===== src/rtl/spi_target.sv =====
// spi_target: SPI mode-0 target receiver with a CPU-readable RX FIFO.
//
// Bytes arrive on spi_cs/spi_clk/spi_mosi (MSB first, sampled on the rising
// edge). The three SPI inputs are resynchronised to clk, and each complete
// byte is pushed into an RX FIFO. The CPU reads that FIFO over a simple
// select/ready register bus.
//
// Optional feature macro: SPI_TARGET_MISO_EN. When it is defined, the block
// adds the spi_miso port, a TXDATA holding register and a TX shifter.
//
// Ports
//   clk, reset_n        system clock; asynchronous active-low reset
//   select, wstrb, addr bus request (wstrb == 0 means a read); held until ready
//   data_i              bus write data
//   ready, data_o       one-cycle acknowledge; read data is valid while ready = 1
//   spi_cs/clk/mosi     SPI link inputs, asynchronous to clk
//   spi_miso            serial data out (feature build only)
//   irq                 level interrupt: irq_en & rx_not_empty, registered
//
// Register map (selected by addr[3:2])
//   0x0 CTRL    [0] enable, [1] irq_en
//   0x4 STATUS  [0] rx_not_empty, [1] rx_full, [2] overrun (W1C),
//               [3] cs_active, [4] tx_empty
//   0x8 RXDATA  FIFO head; a read pops it
//   0xC TXDATA  TX holding byte (write only)
module spi_target #(
    parameter int FIFO_DEPTH  = 4,
    parameter int SYNC_STAGES = 2
) (
    input  logic        clk,
    input  logic        reset_n,
    input  logic        select,
    input  logic [3:0]  wstrb,
    input  logic [3:0]  addr,
    input  logic [31:0] data_i,
    output logic        ready,
    output logic [31:0] data_o,
    input  logic        spi_cs,
    input  logic        spi_clk,
    input  logic        spi_mosi,
`ifdef SPI_TARGET_MISO_EN
    output logic        spi_miso,
`endif
    output logic        irq
);

    localparam int PW = $clog2(FIFO_DEPTH);

    typedef enum logic {ST_IDLE, ST_SHIFT} state_t;

    // ---------------- input synchronisers ----------------
    // Stage [SYNC_STAGES-1] is the oldest sample. Edges are found by
    // comparing the two most downstream stages.
    logic [SYNC_STAGES-1:0] cs_s, sck_s, mosi_s;

    always_ff @(posedge clk or negedge reset_n) begin
        if (!reset_n) begin
            cs_s   <= '1;
            sck_s  <= '0;
            mosi_s <= '0;
        end else begin
            cs_s   <= {cs_s[SYNC_STAGES-2:0],   spi_cs};
            sck_s  <= {sck_s[SYNC_STAGES-2:0],  spi_clk};
            mosi_s <= {mosi_s[SYNC_STAGES-2:0], spi_mosi};
        end
    end

    logic sck_rise, sck_fall, cs_fall, cs_rise, mosi_bit, cs_active;
    assign sck_rise  =  sck_s[SYNC_STAGES-2] & ~sck_s[SYNC_STAGES-1];
    assign sck_fall  = ~sck_s[SYNC_STAGES-2] &  sck_s[SYNC_STAGES-1];
    assign cs_fall   = ~cs_s[SYNC_STAGES-2]  &  cs_s[SYNC_STAGES-1];
    assign cs_rise   =  cs_s[SYNC_STAGES-2]  & ~cs_s[SYNC_STAGES-1];
    // MOSI goes through the same delay as spi_clk, so it lines up with sck_rise.
    assign mosi_bit  =  mosi_s[SYNC_STAGES-2];
    assign cs_active = ~cs_s[SYNC_STAGES-1];

    // ---------------- control registers and bus decode ----------------
    logic ctrl_en, ctrl_irq_en, overrun;
    logic acc, wr, rd;
    logic [1:0] reg_sel;

    // An access takes effect in the single cycle where ready is high.
    assign acc     = select & ready;
    assign wr      = acc & (wstrb != 4'h0) & wstrb[0];
    assign rd      = acc & (wstrb == 4'h0);
    assign reg_sel = addr[3:2];

    // ---------------- receive FSM ----------------
    state_t     state, state_n;
    logic [2:0] bit_cnt;
    logic [6:0] shreg;
    logic       push;

    always_ff @(posedge clk or negedge reset_n) begin
        if (!reset_n) state <= ST_IDLE;
        else          state <= state_n;
    end

    always_comb begin
        state_n = state;
        case (state)
            ST_IDLE:  if (ctrl_en && cs_fall)  state_n = ST_SHIFT;
            ST_SHIFT: if (!ctrl_en || cs_rise) state_n = ST_IDLE;
            default:  state_n = ST_IDLE;
        endcase
    end

    // A byte is only pushed while the FSM stays in SHIFT. A cs rise or a
    // disable in the same cycle therefore aborts the byte.
    assign push = (state == ST_SHIFT) && (state_n == ST_SHIFT) &&
                  sck_rise && (bit_cnt == 3'd7);

    always_ff @(posedge clk or negedge reset_n) begin
        if (!reset_n) begin
            bit_cnt <= '0;
            shreg   <= '0;
        end else if (state != ST_SHIFT || state_n != ST_SHIFT) begin
            bit_cnt <= '0;
        end else if (sck_rise) begin
            shreg   <= {shreg[5:0], mosi_bit};
            bit_cnt <= bit_cnt + 3'd1;
        end
    end

    // ---------------- RX FIFO ----------------
    // The pointers carry one extra wrap bit, so full and empty stay distinct.
    logic [7:0]  mem [FIFO_DEPTH];
    logic [PW:0] wr_ptr, rd_ptr, count;
    logic        empty, full, pop, push_ok, ovr_set;

    assign count   = wr_ptr - rd_ptr;
    assign empty   = (count == '0);
    assign full    = (count == (PW+1)'(FIFO_DEPTH));
    assign pop     = rd & (reg_sel == 2'd2) & ~empty;
    // A pop in the same cycle frees the slot, so a push into a full FIFO still lands.
    assign push_ok = push & (~full | pop);
    assign ovr_set = push & full & ~pop;

    always_ff @(posedge clk) begin
        if (ctrl_en && push_ok) mem[wr_ptr[PW-1:0]] <= {shreg, mosi_bit};
    end

    always_ff @(posedge clk or negedge reset_n) begin
        if (!reset_n) begin
            wr_ptr <= '0;
            rd_ptr <= '0;
        end else if (!ctrl_en) begin
            rd_ptr <= wr_ptr;                // flush
        end else begin
            if (push_ok) wr_ptr <= wr_ptr + 1'b1;
            if (pop)     rd_ptr <= rd_ptr + 1'b1;
        end
    end

    always_ff @(posedge clk or negedge reset_n) begin
        if (!reset_n) begin
            ctrl_en     <= 1'b0;
            ctrl_irq_en <= 1'b0;
            overrun     <= 1'b0;
            ready       <= 1'b0;
            irq         <= 1'b0;
        end else begin
            ready <= select & ~ready;
            irq   <= ctrl_irq_en & ~empty;
            if (wr && reg_sel == 2'd0) begin
                ctrl_en     <= data_i[0];
                ctrl_irq_en <= data_i[1];
            end
            // If a set and a W1C land in the same cycle, the set wins.
            if (ovr_set)
                overrun <= 1'b1;
            else if (wr && reg_sel == 2'd1 && data_i[2])
                overrun <= 1'b0;
        end
    end

    // ---------------- optional TX path ----------------
    logic tx_empty;

`ifdef SPI_TARGET_MISO_EN
    logic [7:0] tx_hold, tx_shift;
    logic       tx_load;

    // The next byte is loaded at cs fall. It is also loaded on the falling
    // edge after the 8th rising edge (bit_cnt has wrapped to 0 by then), so
    // its MSB is already on the line before the master samples it.
    assign tx_load = ((state == ST_IDLE) && (state_n == ST_SHIFT)) ||
                     ((state == ST_SHIFT) && sck_fall && (bit_cnt == 3'd0));

    always_ff @(posedge clk or negedge reset_n) begin
        if (!reset_n) begin
            tx_hold  <= '0;
            tx_shift <= 8'hFF;
            tx_empty <= 1'b1;
        end else begin
            if (tx_load) begin
                tx_shift <= tx_empty ? 8'hFF : tx_hold;
                tx_empty <= 1'b1;
            end else if (state == ST_SHIFT && sck_fall) begin
                tx_shift <= {tx_shift[6:0], 1'b1};
            end
            if (wr && reg_sel == 2'd3) begin
                tx_hold  <= data_i[7:0];
                tx_empty <= 1'b0;
            end
        end
    end

    assign spi_miso = (state == ST_SHIFT) ? tx_shift[7] : 1'b1;
`else
    assign tx_empty = 1'b1;
`endif

    // ---------------- read mux ----------------
    logic [31:0] rdata;

    always_comb begin
        rdata = '0;
        case (reg_sel)
            2'd0: rdata = {30'd0, ctrl_irq_en, ctrl_en};
            2'd1: rdata = {27'd0, tx_empty, cs_active, overrun, full, ~empty};
            2'd2: rdata = empty ? 32'd0 : {24'd0, mem[rd_ptr[PW-1:0]]};
            default: rdata = '0;
        endcase
    end

    assign data_o = (ready && wstrb == 4'h0) ? rdata : 32'd0;

    // Bus bits that no register uses.
    logic unused_bits;
    assign unused_bits = ^{data_i[31:3], addr[1:0]};

endmodule


===== config.mk =====
export PLATFORM = sky130hd
export DESIGN_NAME = spi_target
export DESIGN_NICKNAME = d
export VERILOG_FILES = /design/src/rtl/spi_target.sv
export SDC_FILE = /design/constraint.sdc
export NUM_CORES = 1
export LEC_CHECK = 0
export BUFFER_PORTS_ARGS = -buffer_cell sky130_fd_sc_hd__buf_4
export CORE_MARGIN = 1
export CORE_UTILIZATION = 30
export CTS_CLUSTER_SIZE = 20
export DETAILED_ROUTE_END_ITERATION = 7
export PLACE_DENSITY_LB_ADDON = 0.12
export SLEW_MARGIN = 20
export SYNTH_ARGS = -nofsm -noshare
export SYNTH_HDL_FRONTEND = slang
export SYNTH_SLANG_ARGS = --single-unit

===== constraint.sdc =====
create_clock -name clk -period 6.2 [get_ports clk]
set_input_delay 1.24 -clock clk [delete_from_list [all_inputs] [get_ports clk]]
set_output_delay 1.24 -clock clk [all_outputs]
set_load 0.05 [all_outputs]

# Word level (Yosys, flattened, before mapping)
# Memories as Yosys holds them, arrays and structs flattened.
# Index checks and enable logic that the tools add are counted.
dict set report totals {
  register_bits 27
  latch_bits 0
  ramBits 32
  mem_bits_ro 0
  input_bits 46
  out_inout_bits 34
  elab_cells 82
  n_memories 1
}
dict set report classes {
  n_addsub 4
  multipliers 0
  n_div 0
  order_cmp 0
  eq_ne 5
  shifts 0
  mux 14
  n_bitwise 25
  reduce_logical 20
}
# memory depth width rd rd_ports_with_merged_regs write_ports line_no
set mem_list {}
lappend mem_list {mem 4 8 1 0 1 127} ;# logic [7:0] mem [FIFO_DEPTH];
# operator n
set op_table {}
lappend op_table {{2-to-1 mux 32 bit} 1}
lappend op_table {{one-hot mux 8 bit (3 select lines)} 1}
lappend op_table {{AND 1 bit} 14}
lappend op_table {{2-to-1 mux 3 bit} 4}
lappend op_table {{inverter 1 bit} 10}
lappend op_table {{adder 3 x 1 -> 3 bit, second input constant} 3}
lappend op_table {{logical AND 1 bit} 9}
lappend op_table {{2-to-1 mux 8 bit} 1}
lappend op_table {{equality test 3 bit, second input constant} 2}
lappend op_table {{2-to-1 mux 1 bit} 6}
lappend op_table {{logical NOT 4 bit} 1}
lappend op_table {{AND reduction 2 bit} 2}
lappend op_table {{nonzero test 2 bit} 2}
lappend op_table {{nonzero test 4 bit} 1}
lappend op_table {{logical NOT 3 bit} 1}
lappend op_table {{subtractor 3 bit} 1}
lappend op_table {{equality test 2 x 1 -> 1 bit, second input constant} 1}
lappend op_table {{equality test 2 bit, second input constant} 1}
lappend op_table {{logical NOT 2 bit} 1}
lappend op_table {{logical OR 1 bit} 2}
lappend op_table {{inequality test 2 x 1 -> 1 bit, second input constant} 1}
lappend op_table {{one-hot mux 1 bit (2 select lines)} 1}
lappend op_table {{logical NOT 1 bit} 1}
lappend op_table {{OR 1 bit} 1}

# Depth between registers and ports, before layout
dict set report logic_depth {
  word_depth 12
  depth_mapped 8
  depth_no_buf 6
}

# Least setup slack after synthesis
# OpenSTA, ideal clock, no wires.
dict set report synth_path {
  kind {input -> output}
  startpoint {input port wstrb[0]}
  endpoint {output port data_o[1]}
  t_arrival_ps 3320
  setup_slack_ps 1640
  path_stages 3
  n_path_buf 0
  cell_sequence {or4b_1 > or2_1 > o32ai_1}
}
dict set report synth_between {
  elab_chain_cells 3
}
# item line_no
set synth_lines {}
lappend synth_lines {{from (decl)} 33} ;# input logic [3:0] wstrb,
lappend synth_lines {{logical NOT 4 bit} 227} ;# assign data_o = (ready && wstrb == 4'h0) ? rdata : 32'd0;
lappend synth_lines {{logical AND 1 bit} 227}
lappend synth_lines {{2-to-1 mux 32 bit} 227}
lappend synth_lines {{to (decl)} 37} ;# output logic [31:0] data_o,
# No other way between the ends.

# Worst setup path in the final report
dict set report layout_path {
  startpoint {register rd_ptr[0]}
  endpoint {output port data_o[1]}
}
dict set report layout_between {
  elab_chain_cells 5
  word_cells_on_any_way 7
}
# item line_no
set layout_lines {}
lappend layout_lines {{from (decl)} 128} ;# logic [PW:0] wr_ptr, rd_ptr, count;
lappend layout_lines {{from (signal assigned)} 148} ;# rd_ptr <= wr_ptr;
lappend layout_lines {{from (signal assigned)} 151} ;# if (pop) rd_ptr <= rd_ptr + 1'b1;
lappend layout_lines {{subtractor 3 bit} 131} ;# assign count = wr_ptr - rd_ptr;
lappend layout_lines {{logical NOT 3 bit} 132} ;# assign empty = (count == '0);
lappend layout_lines {{2-to-1 mux 8 bit} 222} ;# 2'd2: rdata = empty ? 32'd0 : {24'd0, mem[rd_ptr[PW-1:0]]};
lappend layout_lines {{one-hot mux 8 bit (3 select lines) *} 219} ;# case (reg_sel)
lappend layout_lines {{2-to-1 mux 32 bit *} 227}
# Mark *: on every way between the ends. The rest lies on a longest branch, timed or not.

==> impl_metrics.tcl <==
set metrics [dict create \
    core_area_um2 9196 \
    synthArstFlopShare 0.4576 \
    core.rowCount 35 \
    die_height_um 99.41 \
    layout_worst_path_cycle_share 0.6948 \
    grt_first_pass_wirelength_mm 8.259 \
    static-leakage-power_nw 1.286 \
    worstHoldPathType "reg -> reg" \
    post_drt_via_cell_ratio 4.552 \
    outcome "finished clean" \
    cp.depth 6 \
    hold_path_startpoint "cs_s[0]" \
    drc_violations 0 \
    fmax_ghz 0.2321 \
    maxCapViolations 0 \
    cts_hold_buf 0 \
    final.setup_skew_ps 7.289 \
    h_tree_level_count 3 \
    timing.hold.worst_endpoint "cs_s[1]" \
    numPortBuffers 24 \
    post_layout_nonfiller_instances 348 \
    worst_slew_pin_slew_ps 1006 \
    worstSetupEndpointType "output pin" \
    worstPathCellList "ha_1, nor2b_1, xnor2_1, o211ai_1, o32ai_1, buf_4" \
    clock-sinks 59 \
    area_delta_synth_final_pct 13.41 \
    drt_iter0_drc 40 \
    r2r_cells 4 \
    number_of_nets_in_the_layout 287 \
    drt.antenna.violating_nets 0 \
    slowest_stage "xnor2_1" \
    yosys_reg_bits 59 \
    drv_slew 0 \
    grt.overflow.total 0 \
    fp.dieW_um 99.41 \
    powerDensity_nw_per_um2 291.0 \
    track_usage 0.1137 \
    diodes_inserted 0 \
    routabilityCongestion 0.6604 \
    tritoncts "built" \
    ys_seq_area_frac 0.5758 \
    clockBufferDepth 2 \
    r2r_setup_slack_ps 3230 \
    clkLatencyLatePin_ps 330 \
    crit_family "XOR/XNOR gates" \
    worstPathArrival_ps 3070 \
    post_synth_inst_count 205 \
    synth.top_cells.by_area "edfxtp_1 (34%), dfrtp_1 (22%), buf_4 (6.3%)" \
    fp.dieArea_um2 9881 \
    post_cts.resized_instances 0 \
    ys.warnings.count 0 \
    worstReg2RegStart "rd_ptr[0]" \
    timing.max_slew.rel_slack 0.3292 \
    antenna_violations_before_repair 0 \
    synth_ff_type "edfxtp_1" \
    postCtsSetupBuffers 0 \
    timing.critical_path.required_ps 4960 \
    synth.distinct_cells 49 \
    largest_net_degree_at_the_start_of_global_routing 28 \
    totalWireLength_mm 5.108 \
    clock-root-buffer "clkbuf_8" \
    worst_hold_path.num_cells 0 \
    rsz0062_at_grt "false" \
    timing.setup.tns_ps 0 \
    synth_edf_count 32 \
    slowest_delay_ps 780 \
    setup_viol 0 \
    finalWorstPathRequiredPeriod_ps 4308 \
    irDropWorstVdd_uv 83.65 \
    inserted_clock_buffers 9 \
    io_pins 80 \
    hpwlAfterDp_mm 3.588 \
    place_inst 332 \
    routed_wire_length_per_instance_um 14.68 \
    setup.worst_path.start_class "flip-flop" \
    crit_path_max_fanout 12 \
    finalCoreUtilization 0.3510 \
    synth_area_um2 2846 \
    synth_top_cell_area_share 0.3376 \
    timing.rr.end "mem[3][0]" \
    grt_pass1_vias 1550 \
    timing_worst_setup_path_type "reg -> out" \
    yosys.area.top_type "edfxtp_1" \
    hold_viol_final 0 \
    clk_transition_reported_paths_ps 70 \
    critPathBufInv 1 \
    detail_route.first_pass.iterations 6 \
    post_synth.cell_area_avg_um2 13.89 \
    ratio_of_cells_with_drive_above_1_in_the_final_layout 0.2785 \
    initial_core_util 0.3095 \
    vias 1584 \
]
-- power breakdown --
part	switching [W]	internal (W)	total (W)
Sequential	0.0000283	0.000423	0.000452
Clock	0.000165	0.000188	0.000353
Combinational	0.0000868	0.0000482	0.000135
Total	0.000280	0.000660	0.000939
-- cell type report --
class                           count  area [µm²]
Clock inverter                      7       76.32
Sequential cell                    59        1639
Tap cell                          111       138.9
Fill cell                         907        5968
Timing Repair Buffer               24       180.2
Clock buffer                        9       123.9
Inverter                            9       33.78
Multi-Input combinational cell    129        1036
-- cells by family after synthesis --
kind of cell | count (synthesis) | share of synthesized area
multiplexers | 20 | 0.1099
AND/OR/NAND/NOR | 47 | 0.1011
flip-flops | 59 | 0.5758
AO/OA/AOI/OAI | 23 | 0.06022
XOR/XNOR | 5 | 0.01803
buffers and inverters | 40 | 0.09055
adder cells (fa/ha/maj) | 10 | 0.04308
other | 1 | 0.001317
-- stage by stage --
stage	area [µm²]	worst slack, ps	power [W]	hold WS [ps]
final	3228	1892	0.0009394	377.2
after global routing	3228	1574	0.0009847	379.7
after CTS	3228	1809	0.0009521	377.8
after detailed placement	3028	1984	0.0005983	369.5
after global placement	3028	1967	0.0005983	367.5
after floorplan	2933	1640	0.0005761	360.8
-- synth_stat cells (2+ instances only) --
master / n
edfxtp_1: 32
dfrtp_1: 25
buf_4: 24
nor2_1: 11
ha_1: 9
inv_1: 9
mux2_2: 9
mux4_2: 8
and2_1: 6
nand2_1: 6
nor2b_1: 6
a31oi_1: 5
clkbuf_1: 3
nand3_1: 3
o21ai_1: 3
buf_2: 2
buf_6: 2
dfstp_2: 2
mux2i_1: 2
nand2b_1: 2
nor3b_1: 2
o2111ai_1: 2
o211ai_1: 2
o21ai_0: 2
o31ai_1: 2
xnor2_1: 2
xor2_1: 2
-- flip-flops by register name, indices dropped and copies added, names as in the netlist --
name         flops
mosi_s           1
wr_ptr           3
bit_cnt          3
irq              1
ctrl_irq_en      1
ctrl_en          1
ready            1
state            1
mem             32
sck_s            2
overrun          1
shreg            7
rd_ptr           3
cs_s             2
-- worst max path at each step --
stage                      to       from
floorplan           data_o[1]   wstrb[0]
global placement    data_o[1]   wstrb[0]
detailed placement  data_o[1]   wstrb[0]
CTS                 data_o[1]  rd_ptr[0]
global route        data_o[1]  rd_ptr[0]
finish              data_o[1]  rd_ptr[0]
-- cells in the final DEF, fill, tap and decap left out, types with 8 or more instances in the layout --
| cell | netlist | final |
|---|---|---|
| mux2_2 | 9 | 9 |
| conb_1 | 1 | 24 |
| nor2_1 | 11 | 11 |
| mux4_2 | 8 | 8 |
| dfrtp_1 | 25 | 25 |
| ha_1 | 9 | 9 |
| edfxtp_1 | 32 | 32 |
| inv_1 | 9 | 9 |
| buf_4 | 24 | 24 |
| clkbuf_8 | 0 | 9 |
-- metal layers --
metal / global-route usage / wire [µm] / vias to the layer above
li1: - / - / 754
met1: 0.1493 / 2518 / 780
met2: 0.1768 / 2325 / 44
met3: 0.02600 / 181 / 6
met4: 0.05769 / 82 / 0
met5: 0 / 0 / -
-- worst register-to-register path, delay by kind of cell (launching register included) --
kind / cells / cell delay, ps
AO/OA/AOI/OAI: 1 / 960
XOR/XNOR: 1 / 330
adder cells (fa/ha/maj): 1 / 260
flip-flops: 1 / 780
AND/OR/NAND/NOR: 1 / 250
No activity file was read; power rests on OpenSTA's default activity.
